==> src/rtl/sao_eo_class_pipe.sv <==
// SAO edge-offset classifier: picks the two EO neighbours of every inner pixel of a
// (WIN_H+2)x(WIN_W+2) window, masks picture/slice edges, and categorises in a 2-stage pipe.
module sao_eo_class_pipe #(
  parameter int WIN_W     = 2,
  parameter int WIN_H     = 2,
  parameter int BIT_DEPTH = 8,
  parameter int N_PIX     = WIN_W * WIN_H
) (
  input  logic                                      clk,
  input  logic                                      rst,
  input  logic                                      in_valid,
  output logic                                      in_ready,
  input  logic [(WIN_H+2)*(WIN_W+2)*BIT_DEPTH-1:0]  rec_in,
  input  logic [1:0]                                eo_type,
  input  logic [3:0]                                avail,
  output logic                                      out_valid,
  input  logic                                      out_ready,
  output logic [N_PIX*BIT_DEPTH-1:0]                cur_out,
  output logic [N_PIX*BIT_DEPTH-1:0]                n_rec_l,
  output logic [N_PIX*BIT_DEPTH-1:0]                n_rec_r,
  output logic [N_PIX*3-1:0]                        edge_cat,
  output logic [N_PIX-1:0]                          pix_mask
);

  localparam int COLS = WIN_W + 2;
  localparam int BD   = BIT_DEPTH;

  // sign(c-a)+sign(c-b) mapped onto the HEVC edge categories 0..4
  function automatic logic [2:0] eo_cat(input logic [BD-1:0] c,
                                        input logic [BD-1:0] a,
                                        input logic [BD-1:0] b);
    logic signed [2:0] s;
    s = 3'sd0;
    if (c > a)      s = s + 3'sd1;
    else if (c < a) s = s - 3'sd1;
    if (c > b)      s = s + 3'sd1;
    else if (c < b) s = s - 3'sd1;
    case (s)
      3'sb110: eo_cat = 3'd1;
      3'sb111: eo_cat = 3'd2;
      3'sb001: eo_cat = 3'd3;
      3'sb010: eo_cat = 3'd4;
      default: eo_cat = 3'd0;
    endcase
  endfunction

  logic                    s1_valid, s2_valid;
  logic                    s1_adv, s2_adv, accept;
  logic [N_PIX*BD-1:0]     sel_cur, sel_l, sel_r;
  logic [N_PIX-1:0]        sel_mask;
  logic [N_PIX*BD-1:0]     s1_cur, s1_l, s1_r;
  logic [N_PIX-1:0]        s1_mask;
  logic [N_PIX*3-1:0]      s1_cat;

  assign s2_adv    = !s2_valid || out_ready;
  assign s1_adv    = s1_valid && s2_adv;
  assign in_ready  = !s1_valid || s2_adv;
  assign accept    = in_valid && in_ready;
  assign out_valid = s2_valid;

  genvar i, j;
  generate
    for (i = 0; i < WIN_H; i++) begin : g_row
      for (j = 0; j < WIN_W; j++) begin : g_col
        localparam int  P     = i * WIN_W + j;
        localparam int  C     = (i + 1) * COLS + (j + 1);
        localparam bit  AT_L  = (j == 0);
        localparam bit  AT_R  = (j == WIN_W - 1);
        localparam bit  AT_T  = (i == 0);
        localparam bit  AT_B  = (i == WIN_H - 1);

        logic [BD-1:0] smp_nw, smp_n, smp_ne, smp_w, smp_e, smp_sw, smp_s, smp_se;
        logic [BD-1:0] l_smp, r_smp;
        logic          na_w, na_e, na_n, na_s, l_ok, r_ok;

        assign smp_nw = rec_in[(C - COLS - 1) * BD +: BD];
        assign smp_n  = rec_in[(C - COLS)     * BD +: BD];
        assign smp_ne = rec_in[(C - COLS + 1) * BD +: BD];
        assign smp_w  = rec_in[(C - 1)        * BD +: BD];
        assign smp_e  = rec_in[(C + 1)        * BD +: BD];
        assign smp_sw = rec_in[(C + COLS - 1) * BD +: BD];
        assign smp_s  = rec_in[(C + COLS)     * BD +: BD];
        assign smp_se = rec_in[(C + COLS + 1) * BD +: BD];

        // a diagonal neighbour is lost if either of its row or column crosses a missing edge
        assign na_w = AT_L && !avail[0];
        assign na_e = AT_R && !avail[1];
        assign na_n = AT_T && !avail[2];
        assign na_s = AT_B && !avail[3];

        always_comb begin
          l_smp = smp_w;
          r_smp = smp_e;
          l_ok  = !na_w;
          r_ok  = !na_e;
          case (eo_type)
            2'd1: begin
              l_smp = smp_n;  r_smp = smp_s;
              l_ok  = !na_n;  r_ok  = !na_s;
            end
            2'd2: begin
              l_smp = smp_nw; r_smp = smp_se;
              l_ok  = !(na_n || na_w);
              r_ok  = !(na_s || na_e);
            end
            2'd3: begin
              l_smp = smp_sw; r_smp = smp_ne;
              l_ok  = !(na_s || na_w);
              r_ok  = !(na_n || na_e);
            end
            default: ;
          endcase
        end

        assign sel_cur[P*BD +: BD] = rec_in[C*BD +: BD];
        assign sel_l[P*BD +: BD]   = l_smp;
        assign sel_r[P*BD +: BD]   = r_smp;
        assign sel_mask[P]         = l_ok && r_ok;

        assign s1_cat[P*3 +: 3] = s1_mask[P] ?
            eo_cat(s1_cur[P*BD +: BD], s1_l[P*BD +: BD], s1_r[P*BD +: BD]) : 3'd0;
      end
    end
  endgenerate

  // Stage 1: neighbour selection and mask, captured with the eo_type/avail of the beat
  always_ff @(posedge clk or posedge rst) begin
    if (rst) begin
      s1_valid <= 1'b0;
      s1_cur   <= '0;
      s1_l     <= '0;
      s1_r     <= '0;
      s1_mask  <= '0;
    end else begin
      if (in_ready) s1_valid <= in_valid;
      if (accept) begin
        s1_cur  <= sel_cur;
        s1_l    <= sel_l;
        s1_r    <= sel_r;
        s1_mask <= sel_mask;
      end
    end
  end

  // Stage 2: category registers drive the outputs directly and hold while stalled
  always_ff @(posedge clk or posedge rst) begin
    if (rst) begin
      s2_valid <= 1'b0;
      cur_out  <= '0;
      n_rec_l  <= '0;
      n_rec_r  <= '0;
      edge_cat <= '0;
      pix_mask <= '0;
    end else begin
      if (s2_adv) s2_valid <= s1_valid;
      if (s1_adv) begin
        cur_out  <= s1_cur;
        n_rec_l  <= s1_l;
        n_rec_r  <= s1_r;
        edge_cat <= s1_cat;
        pix_mask <= s1_mask;
      end
    end
  end

endmodule

==> config.mk <==
export PLATFORM = sky130hd
export DESIGN_NAME = sao_eo_class_pipe
export DESIGN_NICKNAME = d
export VERILOG_FILES = /design/src/rtl/sao_eo_class_pipe.sv
export SDC_FILE = /design/constraint.sdc
export NUM_CORES = 1
export LEC_CHECK = 0
export ABC_AREA = 0
export CAP_MARGIN = 10
export CORE_AREA = 5 5 172 174
export DETAILED_ROUTE_END_ITERATION = 10
export DIE_AREA = 0 0 177 179
export MAX_ROUTING_LAYER = met4
export PLACE_DENSITY = 0.65
export SYNTH_ARGS = -nofsm -noshare
export SYNTH_HDL_FRONTEND = slang
export SYNTH_SLANG_ARGS = --single-unit
==> constraint.sdc <==
create_clock -name clk -period 9.05 [get_ports clk]
set_input_delay 1.3575 -clock clk [delete_from_list [all_inputs] [get_ports clk]]
set_output_delay 1.3575 -clock clk [all_outputs]
set_load 0.02 [all_outputs]
Word-level counts from Yosys, hierarchy flattened --
Cells that the tools add are included.
Operators by class: add/sub/neg operators 8, $mul 0, divide/modulo/power cells 0, order comparisons 16, equality and inequality tests 19, shift operators 0, muxes and demuxes 40, bitwise logic cells 0, reduce and logical (&&, ||, !) cells 23
Operator list (number):
- $pmux W8 S3 | 8
- $gt A8 B8 Y1 | 8
- $lt A8 B8 Y1 | 8
- $mux W3 | 20
- $pmux W3 S4 | 4
- $eq A3 B3 Y1 const B | 8
- $add A3 B2 Y3 const B | 4
- $eq A3 B1 Y1 const B | 4
- $eq A3 B2 Y1 const B | 4
- $sub A3 B2 Y3 const B | 4
- $logic_not A1 Y1 | 10
- $pmux W1 S2 | 4
- $logic_and A1 B1 Y1 | 6
- $logic_or A1 B1 Y1 | 6
- $eq A2 B2 Y1 const B | 2
- $mux W1 | 4
- $eq A2 B1 Y1 const B | 1
- $reduce_or A2 Y1 | 1
Storage, ports and cells: flip-flop bits (word level) 214, bits in latches 0, memory bits (writable) 0, memory bits (read-only) 0, bits of input ports 138, output and inout port bits 114, word-level logic and storage cells 117, memories 0

Longest topological paths before layout --
depth in word-level cells 9, depth in mapped cells 9, gate-level depth less buffers 8

Worst setup path before layout --
OpenSTA, ideal clock, no wires.
path type input -> output, start point in out_ready, end point out in_ready, arrival time 1.641 ns, data required time 7.693 ns, setup slack 6.052 ns, stages on the path 1, path buffers 0, path through nand3b_1
On the way: longest elaborated chain between the ends 2
Ends and longest elaborated chain:
- start: declaration | RTL line 17 | input logic out_ready,
- $logic_or A1 B1 Y1 | RTL line 55 | assign s2_adv = !s2_valid || out_ready;
- $logic_or A1 B1 Y1 | RTL line 57 | assign in_ready = !s1_valid || s2_adv;
- end: declaration | RTL line 12 | output logic in_ready,
No other way between the ends.

Worst setup path after layout --
Same ends and word-level chain as after synthesis.

==> impl_metrics.csv <==
group,metric,value,unit
clock_network,numCtsBuffers,24,
floorplanning,fp.dieArea,31700,µm²
placed_design,hpwl,28400,µm
power,comb_power_share,0.298,
synth,synth_edf_count,0,
synth,synthCells,1198,
worst_hold_path,hp-class,"reg2reg",
setup_path,cp.required,7.69,ns
global_route,grt_max_degree,137,
timing,slew_violations,0,
synth,ys_warn_count,0,
global_route,grt_pass1_vias,9650,
floorplanning,die_y,179,µm
setup_path,path_class,"in2out",
timing,period_share,0.445,
power,leakage,6.42,nW
flow_run,drv_cap,0,
setup_path,slowest_stage,"clkdlybuf4s50_1",
timing,rsz0062_at_grt,"false",
floorplanning,start_util,0.395,
clock_network,clockBufferDepth,3,
route,ant_nets,0,
route,detail_route.iter0.violations,1046,
setup_path,reg2regPathDepth,4,
placed_design,routabilityCongestion,0.874,
global_route,grt_pass1_wl,57400,µm
setup_path,critPathMaxStageDelay,0.64,ns
synth,ys_ff_latch,214,
cells_and_area,nets,1611,
route,first_pass_iters,8,
global_route,grtUsageTotal,0.244,
synth,syn-cell-area,10900,µm²
cells_and_area,syn2layout_area_growth,33.2,%
timing,period_needed,4.03,ns
power,power_density,224,nW/µm²
setup_path,endpoint_kind,"primary output",
synth,synth_flop_cell,"dfrtp_1",
worst_hold_path,hold_depth,2,
power,internal_power,0.00220,W
timing,timing.final.ws_setup,5.02,ns
power,switching_power,0.00107,W
setup_path,cp_common_cell,"clkdlybuf4s50_1",
route,num_vias,9815,
setup_path,cp_max_fo,3,
floorplanning,die_w,177,µm
power,total_power,0.00326,W
cells_and_area,drive_above_1_share,0.0654,
clock_network,cts_tree,"done",
synth,syn_avg_cell_area,9.12,µm²
placed_design,pre_cts_ws,4.98,ns
clock_network,clk_pin_slew,0.06,ns
timing,setup_viol_count_final,0,
global_route,antenna_found_initial,3,
clock_network,clock_latency,0.52,ns
timing,worst_slew_pin_slew,1.00,ns
clock_network,postCtsSetupBuffers,0,
clock_network,cts.sinks,214,
floorplanning,core,27600,µm²
floorplanning,std_cell_rows,61,
route,drc_errors,0,
route,routedWlPerCell,21.3,µm
placed_design,portBuffers,251,
clock_network,cts_root_buf,"clkbuf_16",
cells_and_area,stdcell_area,14600,µm²
timing,hold_viol,0,
cells_and_area,final_common_cell,"nand2_1",
synth,syn_nets,1404,
clock_network,cts.hold.buffers_added,0,
outcome,status,"completed",
cells_and_area,fin_util,0.527,
power,p_clk_frac,0.320,
synth,ys_seq_area_frac,0.490,
setup_path,path_cells,"clkdlybuf4s50_1 > nand3b_1 > clkdlybuf4s50_1",
setup_path,start_kind,"input port",
placed_design,dpl_cell_area,13700,µm²
power,pwr-share-seq,0.382,
floorplanning,io_pins,252,
setup_path,arrival,2.67,ns
route,drt-vias-per-instance,5.45,
timing,fin_tns_setup,0,ns
global_route,grt-ovfl-total,0,
timing,max_slew_margin,0.332,
synth,async_flop_share,1.00,
power,p_sw_frac,0.327,
route,drt_wl_total,38300,µm
cells_and_area,layout_common_cells,"nand2_1 (278), clkdlybuf4s50_1 (251), dfrtp_1 (214)",
power,peakVddDrop,0.127,mV
timing,skew,0.00977,ns
timing,fmax,0.248,GHz
synth,synth_cell_types,47,
clock_network,ctsResizeCount,0,
clock_network,htree_levels,1,
## power groups by stage
| stage | Combinational [W] | Sequential [W] | Clock, W |
|---|---|---|---|
| finish | 0.000972 | 0.00125 | 0.00105 |
| global route | 0.00107 | 0.00127 | 0.00110 |
| CTS | 0.000980 | 0.00125 | 0.00106 |
| floorplan | 0.000417 | 0.00135 | 0 |
| detailed placement | 0.000974 | 0.00126 | 0 |
| global placement | 0.000953 | 0.00126 | 0 |
## cell usage after synthesis (2+ instances only)
cell type / n / area share
o21ai_0: 126 / 0.058
nand4_1: 6 / 0.0034
mux2_2: 32 / 0.033
nor2b_1: 6 / 0.0034
buf_2: 16 / 0.0073
buf_1: 13 / 0.0045
inv_1: 69 / 0.024
a222oi_1: 64 / 0.059
a21oi_1: 95 / 0.044
nand3_1: 6 / 0.0027
nand2_1: 280 / 0.096
a21boi_0: 3 / 0.0021
xnor2_1: 7 / 0.0056
nor2_1: 75 / 0.026
o21ai_1: 17 / 0.0078
o211ai_2: 2 / 0.0023
ha_1: 68 / 0.078
o211ai_1: 2 / 0.0014
o31ai_1: 6 / 0.0041
a21o_1: 5 / 0.0034
o41ai_1: 2 / 0.0016
clkbuf_1: 48 / 0.016
nor4_2: 2 / 0.0023
and3_1: 2 / 0.0011
nand2b_1: 4 / 0.0023
a32oi_1: 2 / 0.0016
dfrtp_1: 214 / 0.49
nor3_1: 2 / 0.00092
or3_1: 6 / 0.0034
## path summary, 6_finish.rpt
path                                   from          end  slack [ns]
worst min-delay path            cur_out[29]  cur_out[29]        0.47
max in group asynchronous               rst  cur_out[16]        6.05
worst min register to register  cur_out[29]  cur_out[29]        0.47
worst max-delay path              out_ready     in_ready        5.02
worst max register to register     s1_valid   s1_cur[24]        6.42
min in group asynchronous               rst  pix_mask[2]        1.42
## worst max-delay path, delay by kind of cell
kind,cells,cell delay (ns)
buffers and inverters,2,1.12
AND/OR/NAND/NOR,1,0.19
## layout make-up
| class | instances | area, µm² |
|---|---|---|
| antenna | 3 | 7.51 |
| clock buffer | 37 | 751 |
| clock inverter | 5 | 100 |
| fill | 2588 | 13100 |
| inverter | 69 | 267 |
| multi-input combinational | 837 | 5020 |
| sequential | 214 | 5360 |
| tap | 378 | 473 |
| timing repair buffer | 259 | 2570 |
## per-layer routing
layer	share of wire	up-vias	global-route usage
li1	-	4622	-
met4	0.023	0	0.0629
met1	0.44	4680	0.339
met3	0.089	56	0.0439
met5	0	-	-
met2	0.45	457	0.375
## per-stage QoR
| stage | hold WS (ns) | instances |
|---|---|---|
| floorplan | 0.450 | 1198 |
| global placement | 0.460 | 1757 |
| detailed placement | 0.465 | 1757 |
| CTS | 0.478 | 1799 |
| global route | 0.488 | 1802 |
| finish | 0.473 | 1802 |
## cells by family (layout without fill, tap and decap cells)
kind of cell | count (synthesis) | after routing | share of synthesized area
other | 0 | 3 | 0
and+or+nand+nor | 395 | 395 | 0.147
muxes | 32 | 32 | 0.0330
buffers and inverters | 147 | 370 | 0.0527
xor gates and xnor gates | 8 | 8 | 0.00642
adders and majority gates | 68 | 68 | 0.0779
AOI/OAI and AO/OA | 334 | 334 | 0.193
DFF | 214 | 214 | 0.490
## sequential cells by signal, summed over array words and instances (netlist names)
register / count
n_rec_l: 32
s1_cur: 32
s1_valid: 1
out_valid: 1
edge_cat: 12
n_rec_r: 32
s1_l: 32
cur_out: 32
pix_mask: 4
s1_r: 32
s1_mask: 4
(Power assumes the default switching activity.)
